**config.mk**
```make
export PLATFORM = sky130hd
export DESIGN_NAME = hazard_fwd_ctrl
export DESIGN_NICKNAME = d
export VERILOG_FILES = /design/src/rtl/hazard_fwd_ctrl.sv
export SDC_FILE = /design/constraint.sdc
export NUM_CORES = 1
export LEC_CHECK = 0
export BUFFER_PORTS_ARGS = -buffer_cell sky130_fd_sc_hd__buf_2
export CORE_MARGIN = 2
export CORE_UTILIZATION = 53
export DETAILED_ROUTE_END_ITERATION = 8
export PLACE_DENSITY = 0.8
export SYNTH_ARGS = -nofsm -noshare
export SYNTH_HDL_FRONTEND = slang
export SYNTH_SLANG_ARGS = --single-unit
```
**constraint.sdc**
```tcl
create_clock -name clk -period 4.49 [get_ports clk]
set_clock_uncertainty 0.15 [all_clocks]
set_input_delay 0.2245 -clock clk [delete_from_list [all_inputs] [get_ports clk]]
set_output_delay 0.2245 -clock clk [all_outputs]
set_load 0.01 [all_outputs]
```
**src/rtl/hazard_fwd_ctrl.sv**
```systemverilog
// hazard_fwd_ctrl: shadow-record hazard scheduler for the D/E/M/W pipeline; optional MDU busy sequencer under MDU_CTRL_EN
module hazard_fwd_ctrl #(
  parameter int MULT_CYC = 5,
  parameter int DIV_CYC  = 10
) (
  input  logic       clk,
  input  logic       reset,
  input  logic [4:0] d_rs,
  input  logic [4:0] d_rt,
  input  logic [1:0] d_rs_tuse,
  input  logic [1:0] d_rt_tuse,
  input  logic [4:0] d_dst,
  input  logic       d_wen,
  input  logic [1:0] d_tnew,
  input  logic       d_md_use,
  input  logic       e_md_start,
  input  logic       e_md_is_div,
  output logic       stall,
  output logic       e_bubble,
  output logic [1:0] fwd_d_rs,
  output logic [1:0] fwd_d_rt,
  output logic [1:0] fwd_e_rs,
  output logic [1:0] fwd_e_rt,
  output logic       fwd_m_rt,
  output logic       md_busy
);
  logic [4:0] e_rs, e_rt, e_dst, m_rt, m_dst, w_dst;
  logic       e_wen, m_wen, w_wen;
  logic [1:0] e_tnew, m_tnew;
  logic       rst_q, live, md_hold, md_cnt_nz, hz_rs, hz_rt, stall_c;
  logic       e_hit_rs, e_hit_rt, m_hit_rs, m_hit_rt, w_hit_rs, w_hit_rt;
  logic       me_hit_rs, me_hit_rt, we_hit_rs, we_hit_rt, wm_hit_rt;

  function automatic logic hit(input logic wen, input logic [4:0] dst, input logic [4:0] src);
    return wen && (dst != 5'd0) && (dst == src);
  endfunction

  // outputs are forced quiet while reset is high and for the cycle right after it
  assign live = !reset && !rst_q;

  assign e_hit_rs  = hit(e_wen, e_dst, d_rs);
  assign e_hit_rt  = hit(e_wen, e_dst, d_rt);
  assign m_hit_rs  = hit(m_wen, m_dst, d_rs);
  assign m_hit_rt  = hit(m_wen, m_dst, d_rt);
  assign w_hit_rs  = hit(w_wen, w_dst, d_rs);
  assign w_hit_rt  = hit(w_wen, w_dst, d_rt);
  assign me_hit_rs = hit(m_wen, m_dst, e_rs);
  assign me_hit_rt = hit(m_wen, m_dst, e_rt);
  assign we_hit_rs = hit(w_wen, w_dst, e_rs);
  assign we_hit_rt = hit(w_wen, w_dst, e_rt);
  assign wm_hit_rt = hit(w_wen, w_dst, m_rt);

`ifdef MDU_CTRL_EN
  logic [3:0] md_cnt;
  // busy counter: a start (re)loads the latency, otherwise count down and hold at zero
  always_ff @(posedge clk) begin
    if (reset) md_cnt <= 4'd0;
    else if (e_md_start) md_cnt <= e_md_is_div ? 4'(DIV_CYC) : 4'(MULT_CYC);
    else if (md_cnt != 4'd0) md_cnt <= md_cnt - 4'd1;
  end
  assign md_cnt_nz = md_cnt != 4'd0;
  assign md_hold   = d_md_use && (md_cnt_nz || e_md_start);
`else
  logic unused_md;
  assign unused_md = &{1'b0, d_md_use, e_md_start, e_md_is_div};
  assign md_cnt_nz = 1'b0;
  assign md_hold   = 1'b0;
`endif

  // stall when a producer in E or M will not have its result ready by the time D needs it
  always_comb begin
    hz_rs    = (d_rs_tuse != 2'd3) && ((e_hit_rs && e_tnew > d_rs_tuse) || (m_hit_rs && m_tnew > d_rs_tuse));
    hz_rt    = (d_rt_tuse != 2'd3) && ((e_hit_rt && e_tnew > d_rt_tuse) || (m_hit_rt && m_tnew > d_rt_tuse));
    stall_c  = live && (hz_rs || hz_rt || md_hold);
    stall    = stall_c;
    e_bubble = stall_c;
    md_busy  = live && md_cnt_nz;
    fwd_d_rs = !live ? 2'b00 : (e_hit_rs && e_tnew == 2'd0) ? 2'b01 : (m_hit_rs && m_tnew == 2'd0) ? 2'b10 : w_hit_rs ? 2'b11 : 2'b00;
    fwd_d_rt = !live ? 2'b00 : (e_hit_rt && e_tnew == 2'd0) ? 2'b01 : (m_hit_rt && m_tnew == 2'd0) ? 2'b10 : w_hit_rt ? 2'b11 : 2'b00;
    fwd_e_rs = !live ? 2'b00 : (me_hit_rs && m_tnew == 2'd0) ? 2'b10 : we_hit_rs ? 2'b11 : 2'b00;
    fwd_e_rt = !live ? 2'b00 : (me_hit_rt && m_tnew == 2'd0) ? 2'b10 : we_hit_rt ? 2'b11 : 2'b00;
    fwd_m_rt = live && wm_hit_rt;
  end

  // shadow records: E takes D (or a bubble on stall), M and W always shift
  always_ff @(posedge clk) begin
    rst_q <= reset;
    if (reset) begin
      e_rs   <= 5'd0;
      e_rt   <= 5'd0;
      e_dst  <= 5'd0;
      e_wen  <= 1'b0;
      e_tnew <= 2'd0;
      m_rt   <= 5'd0;
      m_dst  <= 5'd0;
      m_wen  <= 1'b0;
      m_tnew <= 2'd0;
      w_dst  <= 5'd0;
      w_wen  <= 1'b0;
    end else begin
      e_rs   <= stall_c ? 5'd0 : d_rs;
      e_rt   <= stall_c ? 5'd0 : d_rt;
      e_dst  <= stall_c ? 5'd0 : d_dst;
      e_wen  <= stall_c ? 1'b0 : d_wen;
      e_tnew <= stall_c ? 2'd0 : d_tnew;
      m_rt   <= e_rt;
      m_dst  <= e_dst;
      m_wen  <= e_wen;
      m_tnew <= (e_tnew == 2'd0) ? 2'd0 : e_tnew - 2'd1;
      w_dst  <= m_dst;
      w_wen  <= m_wen;
    end
  end
endmodule

```
==> impl_results.md, run 1 <==
* R2r endpoint: e_rs[0]
* Switching part of the total at 0.252
* Layout cell share with drive strength beyond 1 at 0.176
* CTS sink count at 38
* Die area at about 4600 um2
* Status: complete, no violations
* Logic pwr share at 0.147
* Synth Net Count at 269
* Post-synthesis sequential area ratio at 0.352
* CP Capture Type: primary output
* Via-per-instance ratio at 5.41
* Fmax at approximately 0.38 GHz
* R2R depth at 7
* Hold_buf cts at 0
* Syn-to-layout area delta at 10.8%
* Worst setup SP type: flop
* Async SR Flop Fraction at 0
* Largest net degree at the start of global routing at 40
* Leading cell type in the layout, fill and taps excluded: dfxtp_1
* MaxCap Viol Count at 0
* Post-route DRC at 0
* Setup TNS Final at 0 ns
* Clock slew at reported path FFs at around 0.07 ns
* Grt ovf at 0
* Fill cells at 371
* Die Span Y at about 68 um
* Clock H-tree levels at 2
* Syn avg cell area at a little over 9 um2
* Worst-skew pair later-pin latency at around 0.28 ns
* Tcrit/Tclk final at 0.589
* HPWL after detailed placement at between 3 and 4 mm
* HP Class: input port to flop
* CTS root buffer: clkbuf_8
* Reg2reg start: e_tnew[0]
* Most frequent cells in the layout: dfxtp_1 (38), xor2_1 (35), buf_2 (34), xnor2_1 (20), nor3b_1 (20)
* Buffer count from post-CTS setup fixing at 0
* Area contributors post-synth: dfxtp_1 (35%), xor2_1 (14%), xnor2_1 (8.1%)
* EDFF count, synth at 0
* Starting Density at 0.544
* Critical Path RT at 4.12 ns
* Crit Path Class: flop to primary output
* TritonCTS clock tree: yes
* ANT cells at 0
* Cell internal pwr at between 500 and 600 uW
* Synthesized cell area at ~2200 um2
* #FFs+latches synth at 38
* FP Rows at 23
* PwrDens at approximately 300 nW/um2
* Ys Warns at 0
* PortBufs at 34
* Total track usage at 0.222
* Minimum clock period at between 2 and 3 ns
* Placer congestion estimate at around 0.84
* RSZ-0062 raised after global routing: no
* Top FF cell, synth: dfxtp_1
* Layout Nets at approximately 290
* NetSw at ~180 uW
* Leak at a little over 0.001 uW
* DIE WIDTH at a little under 70 um
* I/O pin count at 39
* Max Slew Vio Count at 0
* Min-Delay Endpoint: e_tnew[1]
* First-pass GRT wire length at between 7 and 8 mm
* Hold Path Cell Cnt at 2
* Post-DR wirelength/cell at roughly 15 um
* Detailed Routing Iterations Pass 1 at 4
* Peak supply drop at approximately 0.21 mV
* Top cell type by total area after synthesis: dfxtp_1
* Vias at between 1500 and 2000
* Core area at between 3000 and 4000 um2
* DRT antenna net count at 0
* Util after Layout at 0.603
* Worst min-delay path startpoint: d_tnew[1]
* Clk buf depth at 2
* Clock power frac at 0.320
* Final WL at around 4.6 mm
* WP data arrival at around 2.3 ns
* CP Max Fanout at 3
* TritonCTS Buffers at 5
* Initial antenna violation count at 0
* Library cells used by synthesis at 33
* Synth top area share at 0.352
* Least-Margin Pin Slew at 0.673 ns
* Worst hold slack at 0.0507 ns
* 1st-iter DRT viols at between 100 and 150
* Post_cts resized at 0
* Fin. Hold Viols at 0
* Final setup fails at 0
* R2r setup slk at between 1.5 and 2 ns
* Seq pwr share at 0.533
* Syn Inst Count at roughly 230
* Slew headroom at 0.552
* Vias in the first global route at 1574
-- power by group through the flow --
stage | Sequential (uW) | Clock (uW) | Combinational (uW)
after floorplan | 369 | 0 | 80.1
after global placement | 379 | 0 | 98.8
after detailed placement | 380 | 0 | 102
after CTS | 372 | 229 | 103
after global routing | 374 | 249 | 115
final | 372 | 223 | 103
-- registers in the layout (all words and copies together) (netlist names) --
register / count
e_wen: 1
e_rs: 5
m_tnew: 2
e_rt: 5
e_dst: 5
w_wen: 1
rst_q: 1
m_rt: 5
m_dst: 5
e_tnew: 2
w_dst: 5
m_wen: 1
-- critical path, stage by stage, from the launching register on --
cell and delay (ns):
dfxtp_1 0.33, inv_1 0.08, ha_1 0.27, a22oi_1 0.15, o21ai_0 0.17, or4b_4 0.54
a41oi_1 0.28, buf_2 0.17
-- cells in the mapped netlist, types with 3 or more instances --
cell / count
dfxtp_1: 38
xor2_1: 35
nor3b_1: 20
xnor2_1: 20
nor2b_1: 19
nor3_1: 11
clkbuf_1: 9
ha_1: 9
inv_1: 9
nand3_1: 8
nand4_1: 8
nor2_1: 6
buf_2: 5
o21ai_0: 5
a21oi_1: 3
nor4_1: 3
-- cell type report --
class / instances / area [um2] / area share
sequential: 38 / 761 / 0.317
clock buffer: 6 / 82.6 / 0.0345
timing repair buffer: 35 / 178 / 0.0742
inverter: 9 / 33.8 / 0.0141
tap: 50 / 62.6 / 0.0261
multi-input combinational: 168 / 1280 / 0.534
-- how the worst max path moves through the flow --
stage | end | start | slack (ns) | cells past startpoint
CTS | e_bubble | e_tnew[0] | 1.79 | 7
floorplan | stall | e_tnew[0] | 2.21 | 7
finish | e_bubble | e_tnew[0] | 1.85 | 7
global route | stall | e_tnew[0] | 1.71 | 7
global placement | e_rt[2] | d_rt_tuse[1] | 2.05 | 8
detailed placement | e_rs[0] | d_rt_tuse[1] | 1.94 | 8
-- metrics by stage --
stage | cells | instance area (um2) | setup WS (ns) | power [uW]
2_1_floorplan | 233 | 2160 | 2.21 | 449
3_3_place_gp | 300 | 2310 | 2.05 | 478
3_5_place_dp | 300 | 2310 | 1.94 | 483
4_1_cts | 306 | 2400 | 1.79 | 705
5_1_grt | 306 | 2400 | 1.71 | 738
6_report | 306 | 2400 | 1.85 | 699
-- logic make-up (layout without fill, tap and decap cells) --
kind of cell | Yosys count | count (layout) | synth area share
flops | 38 | 38 | 0.352
buf+inv | 27 | 50 | 0.0567
fa+ha+maj | 9 | 9 | 0.0521
xor+xnor | 55 | 55 | 0.223
compound gates | 19 | 19 | 0.0683
simple gates | 84 | 84 | 0.247
other cells | 1 | 1 | 0.00173
-- routing by layer --
layer  up-vias  global-route usage  wire length (um)
met1       768               0.284              2110
met5         -                   0                 0
li1        839                   -                 -
met4         0              0.0925                61
met3         7              0.0444               231
met2        41               0.366              2240
Note: power is estimated with default switching activity, not from simulation.
==> inputs of run 2 (changes only) <==
clock period = 2.66 ns   (was 4.49 ns; I/O delays follow)
==> run 2 against run 1 <==
Power grew 75%. Highest routed layer unchanged. Critical endpoint is now fwd_d_rt[1]. Non-clock buffer count grew 13. Final cell count grew 4.9%. Routed wire length is 4.4% higher.
==> impl_results.md, run 2 (synthesized netlist as in run 1, its figures left out) <==
* Status: complete, no violations
* Clk buf depth at 2 (unchanged)
* Fmax at 0.399 GHz
* First-pass GRT wire length at 7.97 mm (+8.3%)
* Die area at 4610 um2 (unchanged)
* Buffer count from post-CTS setup fixing at 0 (unchanged)
* Via-per-instance ratio at 5.41 (about the same)
* Clock slew at reported path FFs at 0.07 ns (about the same)
* Worst setup SP type: flop
* Max Slew Vio Count at 0 (unchanged)
* Post-DR wirelength/cell at 15.1 um (-0.46%)
* CP Max Fanout at 4 (+1)
* Setup TNS Final at 0 ns (unchanged)
* Final WL at 4.85 mm (+4.4%)
* Total track usage at 0.235 (+0.0132)
* Placer congestion estimate at 0.864 (+2.3%)
* Crit Path Class: flop to primary output
* FP Rows at 23 (unchanged)
* Core area at 3970 um2 (unchanged)
* HP Class: input port to flop
* PwrDens at 484 nW/um2 (+66%)
* Multi-input gate area at 1280 um2 (unchanged)
* TritonCTS clock tree: yes
* Least-Margin Pin Slew at 0.659 ns (-0.0136 ns)
* CTS root buffer: clkbuf_8
* Die Span Y at 67.9 um (unchanged)
* CTS sink count at 38 (unchanged)
* Layout Nets at 306 (+4.4%)
* Power, Total at 1220 uW (+75%)
* DIE WIDTH at 67.9 um (unchanged)
* Worst min-delay path startpoint: d_rt[0]
* Vias in the first global route at 1727 (+9.7%)
* Critical Path RT at 2.38 ns (-1.74 ns)
* Reg2reg start: e_tnew[0]
* Grt ovf at 0 (unchanged)
* Layout cell share with drive strength beyond 1 at 0.188 (+0.0124)
* Leading cell type in the layout, fill and taps excluded: dfxtp_1
* Tcrit/Tclk final at 0.943
* Clock H-tree levels at 2 (unchanged)
* Fin. Hold Viols at 0 (unchanged)
* ANT cells at 0 (unchanged)
* Hold_buf cts at 8 (+8)
* Slew headroom at 0.561 (+0.00907)
* Peak supply drop at 0.443 mV (+110%)
* Detailed Routing Iterations Pass 1 at 4 (unchanged)
* Fill cells at 351 (-5.4%)
* WP data arrival at 2.22 ns (-0.05 ns)
* Most frequent cells in the layout: dfxtp_1 (38), xor2_1 (35), buf_2 (34), xnor2_1 (20), nor3b_1 (20)
* Setup crit start: e_dst[1]
* I/O pin count at 39 (unchanged)
* FF/Latch Area at 761 um2 (unchanged)
* Syn-to-layout area delta at 16.7%
* Minimum clock period at about 2.5 ns
* Largest net degree at the start of global routing at 40 (unchanged)
* Initial antenna violation count at 0 (unchanged)
* HPWL after detailed placement at 3.57 mm (+3.1%)
* Util after Layout at 0.635 (+0.0318)
* Final setup fails at 0 (unchanged)
* Worst-skew pair later-pin latency at 0.29 ns (about the same)
* Starting Density at 0.544 (unchanged)
* 1st-iter DRT viols at 111 (-8.3%)
* Leak at 0.00110 uW (+6.3%)
* Post_cts resized at 0 (unchanged)
* MaxCap Viol Count at 0 (unchanged)
* RSZ-0062 raised after global routing: no
* TritonCTS Buffers at 5 (unchanged)
* Vias at 1737 (+5.0%)
* PortBufs at 34 (unchanged)
* CP Capture Type: primary output
* Post-route DRC at 0 (unchanged)
* DRT antenna net count at 0 (unchanged)
==> run 2: cell types whose count changed in the layout (fill, tap and decap cells not counted) <==
cell,change
buf_4,+5
dlygate4sd3_1,+8
clkbuf_1,+1
clkinv_2,+1
==> run 2: report_power, final <==
part	internal, uW	switching [uW]	total [uW]
Clock	209	197	406
Combinational	95.9	93.9	190
Sequential	596	28.9	624
Total	901	320	1220
==> run 2: final timing paths <==
path	endpoint	slack (ns)	depth (start not counted)
setup reg to reg	e_rs[2]	0.40	8
hold / removal	e_rt[0]	0.006	2
hold reg to reg	m_tnew[0]	0.26	1
setup / recovery	fwd_d_rt[1]	0.15	6
==> run 2: cell type report <==
cell class                 count  area share
clock buffer                   7      0.0342
clock inverter                 1     0.00198
inverter                       9      0.0134
multi-input combinational    168       0.507
sequential                    38       0.302
tap                           50      0.0248
timing repair buffer          48       0.117
==> run 2: per-stage QoR <==
| stage | setup slack (ns) | cells | hold WS, ns | area (um2) |
|---|---|---|---|---|
| after floorplan | 0.474 | 233 | 0.0107 | 2160 |
| after global routing | 0.0278 | 321 | 0.00762 | 2520 |
| after global placement | 0.432 | 305 | 0.250 | 2350 |
| final | 0.153 | 321 | 0.00626 | 2520 |
| after detailed placement | 0.380 | 305 | 0.251 | 2350 |
| after CTS | 0.114 | 321 | 0.00518 | 2520 |
==> run 2: routing by layer <==
metal | global-route usage | vias to the layer above | wire length, um
met1 | 0.284 | 808 | 2090
li1 | - | 868 | -
met4 | 0.0925 | 0 | 109
met3 | 0.0493 | 13 | 255
met2 | 0.409 | 48 | 2390
met5 | 0 | - | 0
==> run 2: worst max-delay path, cell delays in order, from the launching register on <==
cell	delay, ns
dfxtp_1	0.35
or4_1	0.52
nor2_1	0.17
and2b_1	0.24
a31oi_1	0.17
a21boi_0	0.29
buf_2	0.19
==> inputs of run 3 (changes only) <==
CAP_MARGIN = 15   (was default)
PLACE_DENSITY = default   (was 0.8)
PLACE_DENSITY_LB_ADDON = 0.25   (was default)
REMOVE_ABC_BUFFERS = 1   (was default)
==> run 3 against run 2 <==
Core utilization rose by 0.54 points. Cell area rose by 0.84%. Combinational power is essentially flat. Largest power group unchanged. Maximum frequency fell by 1.0%. First-iteration DRC count decreased by 39%. Sequential power barely moved. Power is 6.5% higher. Critical path depth is 1 higher. Sequential share of layout area shrank 0.25 points. Critical path type unchanged. Largest cell class unchanged.
==> impl_results.md, run 3 (synthesized netlist as in run 1, its figures left out) <==
* Post-route DRC at 0 (unchanged)
* CP Max Fanout at 3 (-1)
* Post_cts resized at 0 (unchanged)
* Final setup fails at 0 (unchanged)
* Util after Layout at 0.641 (+0.00536)
* CTS sink count at 38 (unchanged)
* Leak at 0.00111 uW (+0.83%)
* Vias in the first global route at 1634 (-5.4%)
* Fmax at 0.395 GHz (-1.0%)
* Minimum clock period at 2.53 ns (+0.0260 ns)
* RSZ-0062 raised after global routing: no
* Clk buf depth at 2 (unchanged)
* Via-per-instance ratio at 5.28 (-2.4%)
* Die area at 4610 um2 (unchanged)
* Layout Nets at 306 (unchanged)
* Die Span Y at 67.9 um (unchanged)
* First-pass GRT wire length at 7.91 mm (-0.69%)
* I/O pin count at 39 (unchanged)
* Buffer count from post-CTS setup fixing at 0 (unchanged)
* Syn-to-layout area delta at 17.7%
* CTS root buffer: clkbuf_8
* 1st-iter DRT viols at 68 (-39%)
* Total track usage at 0.238 (+0.00290)
* Largest net degree at the start of global routing at 40 (unchanged)
* Final WL at 4.80 mm (-1.0%)
* DRT antenna net count at 0 (unchanged)
* CP peak stage delay at 0.54 ns (+0.02 ns)
* DP Area at 2350 um2 (unchanged)
* Placer congestion estimate at 0.893 (+3.4%)
* DIE WIDTH at 67.9 um (unchanged)
* Worst path top cell family by delay: compound AO/OA/AOI/OAI gates
* TritonCTS Buffers at 5 (unchanged)
* HP Class: input port to flop
* PortBufs at 34 (unchanged)
* Crit Path Class: flop to primary output
* Core area at 3970 um2 (unchanged)
* Max Slew Vio Count at 0 (unchanged)
* Layout cell share with drive strength beyond 1 at 0.189 (+0.000697)
* Critical Path RT at 2.38 ns (about the same)
* Fin. Hold Viols at 0 (unchanged)
* Post-route cell area at 2540 um2 (+0.84%)
* Clock H-tree levels at 2 (unchanged)
* WP data arrival at 2.25 ns (+0.03 ns)
* Slew headroom at 0.546 (-0.0142)
* Peak supply drop at 0.482 mV (+8.8%)
* Detailed Routing Iterations Pass 1 at 6 (+2)
* Hold_buf cts at 8 (unchanged)
* Post-DR wirelength/cell at 15.0 um (-0.72%)
* PwrDens at 511 nW/um2 (+5.6%)
* Tcrit/Tclk final at 0.952 (+0.00977)
* Vias at 1690 (-2.7%)
* MaxCap Viol Count at 0 (unchanged)
* CP Capture Type: primary output
* Clock slew at reported path FFs at 0.07 ns (about the same)
* ANT cells at 0 (unchanged)
* Slowest-stage cell, CP: or4b_4
* Grt ovf at 0 (unchanged)
* Starting Density at 0.544 (unchanged)
* HPWL after detailed placement at 3.56 mm (-0.18%)
* TritonCTS clock tree: yes
* Most frequent cells in the layout: dfxtp_1 (38), xor2_1 (35), buf_2 (34), xnor2_1 (20), nor3b_1 (20)
* FP Rows at 23 (unchanged)
* Least-Margin Pin Slew at 0.680 ns (+0.0213 ns)
* Crit-path cells: inv_1 -> ha_1 -> a22oi_1 -> o21ai_0 -> or4b_4 -> a41oi_1 -> buf_2
* Leading cell type in the layout, fill and taps excluded: dfxtp_1
* Initial antenna violation count at 0 (unchanged)
* Worst-skew pair later-pin latency at 0.28 ns (about the same)
* CP Buf/Inv Count at 2 (+1)
* Status: complete, no violations
* Setup TNS Final at 0 ns (unchanged)
* Worst setup SP type: flop
## run 3: cell count changes in the layout (fill, tap and decap cells not counted), sizes merged
cell,before,now
clkinv,1,0
bufinv,0,1
clkbuf,7,6
## run 3: path summary, 6_finish.rpt
| path | startpoint | endpoint | slack (ns) | depth (start not counted) |
|---|---|---|---|---|
| setup / recovery | e_tnew[0] | e_bubble | 0.13 | 7 |
| hold / removal | d_rs[1] | e_rs[1] | 0.02 | 2 |
| setup reg to reg | e_tnew[0] | e_rt[1] | 0.34 | 8 |
| hold reg to reg | e_tnew[0] | m_tnew[0] | 0.27 | 1 |
## run 3: cell type report
type	instances	area (um2)
multi-input cells	168	1280
inverters	9	33.8
well taps	50	62.6
clock buffers	6	82.6
flip-flops and latches	38	761
clock inverters	1	30.0
repair buffers	48	295
fillers	353	1430
## run 3: worst register-to-register path: stages, from the launching register on
cell	delay (ns)
dfxtp_1	0.33
inv_1	0.08
ha_1	0.27
a22oi_1	0.15
o21ai_0	0.15
or4b_4	0.54
a41oi_4	0.23
buf_4	0.21
nor3b_1	0.07
## run 3: metal layers
metal	global-route usage	share of wire	wire, um
met4	0.0675	0.011	51
met1	0.297	0.44	2090
met2	0.414	0.52	2490
met3	0.0526	0.035	167
met5	0	0	0
## run 3: power breakdown
group          switching [uW]  leakage (uW)  internal [uW]
clock network             186     0.0000573            300
registers                29.2      0.000314            596
logic                    93.4      0.000736           95.8
## run 3: per-stage QoR
| stage | power, uW | cells | worst slack (ns) | hold slack, ns |
|---|---|---|---|---|
| 2_1_floorplan | 747 | 215 | 0.515 | 0.0107 |
| 3_3_place_gp | 811 | 305 | 0.403 | 0.249 |
| 3_5_place_dp | 817 | 305 | 0.404 | 0.252 |
| 4_1_cts | 1310 | 320 | 0.118 | 0.00848 |
| 5_1_grt | 1360 | 320 | 0.00819 | 0.0205 |
| 6_report | 1300 | 320 | 0.127 | 0.0177 |
